[src/rtl/note_player_pkg.sv]
// Shared widths, state encodings and load payload for the note player.
package note_player_pkg;

  localparam int unsigned NOTE_W  = 6;
  localparam int unsigned DUR_W   = 6;
  localparam int unsigned PHASE_W = 22;
  localparam int unsigned STEP_W  = 20;

  localparam logic [NOTE_W-1:0] REST_NOTE = '0;

  // Player states
  localparam logic [0:0] IDLE    = 1'b0;
  localparam logic [0:0] PLAYING = 1'b1;

  // Note load payload from the song reader
  typedef struct packed {
    logic [NOTE_W-1:0] note;
    logic [DUR_W-1:0]  dur;
  } note_cmd_t;

endpackage

[src/rtl/note_player_frequency_rom.sv]
// Note index to phase step: round(2^22 * 440 * 2^((n-49)/12) / 48000).
module note_player_frequency_rom #(
  parameter int unsigned STEP_W = 20
) (
  input  logic [5:0]        note,
  output logic [STEP_W-1:0] step_c
);
  import note_player_pkg::*;

  // Equal-tempered step table, A4 at index 49, index 0 is a rest
  always_comb begin
    step_c = '0;
    case (note)
      REST_NOTE: step_c = '0;
      6'd1:  step_c = STEP_W'(2403);
      6'd2:  step_c = STEP_W'(2546);
      6'd3:  step_c = STEP_W'(2697);
      6'd4:  step_c = STEP_W'(2858);
      6'd5:  step_c = STEP_W'(3028);
      6'd6:  step_c = STEP_W'(3208);
      6'd7:  step_c = STEP_W'(3398);
      6'd8:  step_c = STEP_W'(3600);
      6'd9:  step_c = STEP_W'(3815);
      6'd10: step_c = STEP_W'(4041);
      6'd11: step_c = STEP_W'(4282);
      6'd12: step_c = STEP_W'(4536);
      6'd13: step_c = STEP_W'(4806);
      6'd14: step_c = STEP_W'(5092);
      6'd15: step_c = STEP_W'(5395);
      6'd16: step_c = STEP_W'(5715);
      6'd17: step_c = STEP_W'(6055);
      6'd18: step_c = STEP_W'(6415);
      6'd19: step_c = STEP_W'(6797);
      6'd20: step_c = STEP_W'(7201);
      6'd21: step_c = STEP_W'(7629);
      6'd22: step_c = STEP_W'(8083);
      6'd23: step_c = STEP_W'(8563);
      6'd24: step_c = STEP_W'(9072);
      6'd25: step_c = STEP_W'(9612);
      6'd26: step_c = STEP_W'(10184);
      6'd27: step_c = STEP_W'(10789);
      6'd28: step_c = STEP_W'(11431);
      6'd29: step_c = STEP_W'(12110);
      6'd30: step_c = STEP_W'(12830);
      6'd31: step_c = STEP_W'(13593);
      6'd32: step_c = STEP_W'(14402);
      6'd33: step_c = STEP_W'(15258);
      6'd34: step_c = STEP_W'(16165);
      6'd35: step_c = STEP_W'(17127);
      6'd36: step_c = STEP_W'(18145);
      6'd37: step_c = STEP_W'(19224);
      6'd38: step_c = STEP_W'(20367);
      6'd39: step_c = STEP_W'(21578);
      6'd40: step_c = STEP_W'(22861);
      6'd41: step_c = STEP_W'(24221);
      6'd42: step_c = STEP_W'(25661);
      6'd43: step_c = STEP_W'(27187);
      6'd44: step_c = STEP_W'(28803);
      6'd45: step_c = STEP_W'(30516);
      6'd46: step_c = STEP_W'(32331);
      6'd47: step_c = STEP_W'(34253);
      6'd48: step_c = STEP_W'(36290);
      6'd49: step_c = STEP_W'(38448);
      6'd50: step_c = STEP_W'(40734);
      6'd51: step_c = STEP_W'(43156);
      6'd52: step_c = STEP_W'(45722);
      6'd53: step_c = STEP_W'(48441);
      6'd54: step_c = STEP_W'(51322);
      6'd55: step_c = STEP_W'(54373);
      6'd56: step_c = STEP_W'(57607);
      6'd57: step_c = STEP_W'(61032);
      6'd58: step_c = STEP_W'(64661);
      6'd59: step_c = STEP_W'(68506);
      6'd60: step_c = STEP_W'(72580);
      6'd61: step_c = STEP_W'(76896);
      6'd62: step_c = STEP_W'(81468);
      6'd63: step_c = STEP_W'(86312);
      default: step_c = '0;
    endcase
  end

endmodule

[src/rtl/note_player.sv]
// Times one note against the beat strobe and advances the sine phase per sample request.
module note_player #(
  parameter int unsigned PHASE_W = 22,
  parameter int unsigned STEP_W  = 20
) (
  input  logic                              clk,
  input  logic                              reset_n,
  input  logic                              play_enable,
  input  logic [note_player_pkg::NOTE_W-1:0] note_to_load,
  input  logic [note_player_pkg::DUR_W-1:0]  duration_to_load,
  input  logic                              load_new_note,
  input  logic                              beat,
  input  logic                              generate_next_sample,
  output logic                              done_with_note,
  output logic [PHASE_W-1:0]                phase,
  output logic                              sample_ready,
  output logic                              mute
);
  import note_player_pkg::*;

  logic [0:0]         state, next_state;
  logic [DUR_W-1:0]   dur_q, dur_d;
  logic [STEP_W-1:0]  step_q, step_d, rom_step;
  logic [PHASE_W-1:0] phase_d;
  logic               done_d, sample_ready_d, mute_d;
  note_cmd_t          cmd;

  assign cmd = '{note: note_to_load, dur: duration_to_load};

  note_player_frequency_rom #(.STEP_W(STEP_W)) u_rom (
    .note   (cmd.note),
    .step_c (rom_step)
  );

  // Next-state and output decode; a load overrides beat and phase advance
  always_comb begin
    next_state     = state;
    dur_d          = dur_q;
    step_d         = step_q;
    phase_d        = phase;
    done_d         = 1'b0;
    sample_ready_d = generate_next_sample;
    mute_d         = (state == IDLE) | (step_q == '0) | ~play_enable;

    if (state == PLAYING && play_enable) begin
      if (dur_q == '0) begin
        done_d     = 1'b1;
        next_state = IDLE;
      end else if (beat && !load_new_note) begin
        dur_d = dur_q - DUR_W'(1);
      end
      if (generate_next_sample && !load_new_note) begin
        phase_d = phase + PHASE_W'(step_q);
      end
    end

    if (load_new_note) begin
      step_d     = rom_step;
      dur_d      = cmd.dur;
      phase_d    = '0;
      next_state = PLAYING;
    end
  end

  // State and output registers
  always_ff @(posedge clk or negedge reset_n) begin
    if (!reset_n) begin
      state          <= IDLE;
      dur_q          <= '0;
      step_q         <= '0;
      phase          <= '0;
      done_with_note <= 1'b0;
      sample_ready   <= 1'b0;
      mute           <= 1'b1;
    end else begin
      state          <= next_state;
      dur_q          <= dur_d;
      step_q         <= step_d;
      phase          <= phase_d;
      done_with_note <= done_d;
      sample_ready   <= sample_ready_d;
      mute           <= mute_d;
    end
  end

endmodule

[config.mk]
export PLATFORM = sky130hd
export DESIGN_NAME = note_player
export DESIGN_NICKNAME = d
export VERILOG_FILES = /design/src/rtl/note_player_pkg.sv /design/src/rtl/note_player_frequency_rom.sv /design/src/rtl/note_player.sv
export SDC_FILE = /design/constraint.sdc
export NUM_CORES = 1
export LEC_CHECK = 0
export CAP_MARGIN = 30
export CORE_UTILIZATION = 59
export CTS_CLUSTER_DIAMETER = 150
export DETAILED_ROUTE_END_ITERATION = 16
export DONT_BUFFER_PORTS = 1
export PLACE_DENSITY = 0.78
export SETUP_SLACK_MARGIN = 0.1
export SYNTH_ARGS = -nofsm -noshare
export SYNTH_HDL_FRONTEND = slang
export SYNTH_HIERARCHICAL = 1
export SYNTH_SLANG_ARGS = --single-unit
[constraint.sdc]
create_clock -name clk -period 1.9 [get_ports clk]
set_input_delay 0.38 -clock clk [delete_from_list [all_inputs] [get_ports clk]]
set_output_delay 0.38 -clock clk [all_outputs]
set_load 0.05 [all_outputs]
==> results.toml, run 1 <==
[status]
status = "finished, violations left"
violations = "negative setup slack"

[final_layout]
n_antenna_cell = 0
layout_common_cells = "buf_4 (105), nand2_1 (61), dfrtp_1 (38), nor2_1 (33), a21oi_1 (31)"
final_common_cell = "buf_4"
drive_gt1_share_pct = 35.74
fin_nets = 704
area_delta_synth_final_pct = 26.74
final_util_pct = 78.22

[sta]
final_max_slew_viol_count = 0
fin_ws_ps = -218.7
fin_crit_sh_pct = 111.5
fin_crit_ps = 2119
final_hold_viol_count = 0
rsz0062_at_grt = "yes"
setup_violations = 15
finClkSkew_ps = 8.459
relSlewSlack_pct = 64.00
fmax_mhz = 472.0
tightest_slew_ps = 539.9

[routing]
vias_per_cell = 6.423
wire_per_inst_um = 18.87
routed_wl_um = 14230
route.met2.wl_um = 6677
met1Wirelength_um = 6187
drtIter0Drc = 383
vias = 4843
drcViolationCount = 0
wl_met3_um = 1001
first_pass_iters = 5
ant_nets = 0
topRoutingLayerUsed = "met4"

[synth]
mappedNetlistArea_um2 = 4843
synth_area_per_cell_um2 = 8.467
ys_ff_latch = 52
muxShareOfSynthArea_pct = 10.95
ys_seq_area_share_pct = 26.89
synth_fa_ha_area_share_pct = 9.197
synth_ff_type = "dfrtp_1"
syn_inst = 572
async_reset_ff_share_pct = 100.0
synth_edf_count = 0
ys_warn_count = 6
synth-simple-area-share_pct = 19.04
synth_xor_area_share_pct = 2.712
synth_cell_types = 73
synth_top_family_by_area = "compound AO/OA/AOI/OAI gates"
synth_compound_area_share_pct = 25.45

[worst_setup_path]
worstSetupStartpointType = "flop"
crit_chain = "ha_4 > a21oi_2 > o21bai_4 > a31oi_4 > a21oi_2 > or3_1 > a32o_1"
worstPathRequired_ps = 2100
crit_type = "flop to flop"
crit_top_cell = "a21oi_2"
critPathSlowestCell = "dfrtp_2"
crit_fanout = 6
max_stage_delay_ps = 450
arrival_ps = 2320
cp-end-kind = "flop"

[grt]
grt_pass1_vias = 4668
grt_max_degree = 67
grt-ovfl-total = 0
grtUsageTotal_pct = 34.28
grt_antenna_before_repair = 0
grt_pass1_wl_um = 23170

[power]
powerDensity_nw_per_um2 = 678.4
vdd_drop_max_mv = 0.4522
power.static_leakage_uw = 0.002637

[floorplan]
die_height_um = 92.61
rows = 32
start_util_pct = 61.72
pin_count = 43
die_w_um = 92.61
die-area_um2 = 8576
core_um2 = 7848

[cts]
clock_sinks = 52
cts_tree = "built"
cts_buffers = 5
clk_latency_ps = 310
path_clk_slew_ps = 100
cts_root_buf = "clkbuf_8"
htree_levels = 2
clk_path_buf_depth = 2

[worst_hold_path]
holdCritPathClass = "input pin to flop"

[place]
dp_slack_ps = -201.6
io_buffer_count = 0
place.gp.congestion = 0.9540
dp_hpwl_um = 10210

[run]
maxCapViolations = 0
==> path summary, 6_finish.rpt <==
check,end,startpoint,cells after the start,slack (ps)
min reg2reg,step_q[12],step_q[12],1,580
max reg2reg,phase[16],phase[7],7,-220
min,sample_ready,generate_next_sample,0,90
min in group asynchronous,phase[3],reset_n,2,590
max,phase[16],phase[7],7,-220
max in group asynchronous,mute,reset_n,2,1030
==> through the flow <==
stage | total power [µW] | hold WS [ps] | std cells | setup TNS [ps] | area, µm²
after detailed placement | 3306 | 85.56 | 731 | -1372 | 5762
after global routing | 4382 | 75.39 | 754 | -2769 | 6138
after global placement | 3244 | 85.59 | 731 | -661.0 | 5762
after CTS | 4067 | 86.54 | 746 | -1159 | 6017
after floorplan | 2748 | 84.41 | 574 | -1783 | 5166
final | 4164 | 94.74 | 754 | -1243 | 6138
==> layer usage <==
layer,global-route usage (%),vias up
met3,5.172,28
li1,-,2276
met5,0,-
met4,10.29,0
met2,56.79,222
met1,46.14,2317
==> Yosys cell counts (5+ instances only) <==
master / count / area share (%)
o21ai_1: 12 / 1.2
a21oi_1: 38 / 3.9
mux2i_1: 11 / 2.3
nor3_1: 13 / 1.3
xnor2_1: 10 / 1.8
o211ai_1: 10 / 1.5
nand2b_1: 16 / 2.1
nand3_1: 20 / 2.1
xor2_1: 5 / 0.90
a311oi_1: 5 / 0.90
a21o_1: 7 / 1.1
buf_2: 16 / 1.7
mux2_2: 25 / 5.8
and2_1: 6 / 0.78
a31oi_1: 5 / 0.65
nor2b_1: 9 / 1.2
clkbuf_1: 12 / 0.93
inv_1: 13 / 1.0
a211o_1: 5 / 0.90
nor4_1: 7 / 0.90
ha_1: 34 / 8.8
nand2_1: 62 / 4.8
dfrtp_1: 51 / 26
a211oi_1: 11 / 1.7
mux4_2: 5 / 2.3
buf_4: 6 / 0.93
o311ai_0: 5 / 0.90
nor2_1: 34 / 2.6
o21ai_0: 41 / 4.2
==> sequential cells by signal (all words and copies together) (netlist names) <==
signal / flops
done_with_note: 1
state: 1
phase: 22
step_q: 20
dur_q: 6
sample_ready: 1
mute: 1
==> cell type report <==
class | instances | area [µm²]
well taps | 102 | 127.6
clock buffers | 6 | 72.57
clock inverters | 2 | 12.51
multi-input cells | 468 | 3662
flip-flops and latches | 52 | 1319
fillers | 537 | 1709
inverters | 14 | 67.56
repair buffers | 110 | 877.1
==> cells by family after synthesis <==
family	Yosys count
adder cells (fa/ha/maj)	35
AO/OA/AOI/OAI	183
multiplexers	43
XOR/XNOR	15
flip-flops	52
buffers and inverters	54
AND/OR/NAND/NOR	189
other	1
==> what timing repair did <==
item                                    CTS  global route
buffers inserted                          5             8
hold buffers                              2             0
endpoints found under the setup margin   16            18
pin swaps                                14            10
gates resized for setup                  22            15
endpoints found under the hold margin    52             0
==> power by group <==
part | switching [µW] | internal, µW
Combinational | 1090 | 1020
Clock | 398 | 259
Sequential | 160 | 1240
Total | 1640 | 2520
==> worst max-delay path: cells and delay by family (launching register included) <==
kind	cells	cell delay [ps]
compound gates	5	930
simple gates	1	350
flops	1	450
fa+ha+maj	1	280
No activity file was read; power rests on OpenSTA's default activity.
==> run 2: changes to the inputs <==
--- a/config.mk
+++ b/config.mk
@@ -7,7 +7,7 @@
 export LEC_CHECK = 0
 export CAP_MARGIN = 30
 export CORE_UTILIZATION = 59
-export CTS_CLUSTER_DIAMETER = 150
+export CTS_CLUSTER_DIAMETER = 120
 export DETAILED_ROUTE_END_ITERATION = 16
 export DONT_BUFFER_PORTS = 1
 export PLACE_DENSITY = 0.78
==> results of run 2 <==
No change in the layout: final DEF, timing and power equal those of run 1.
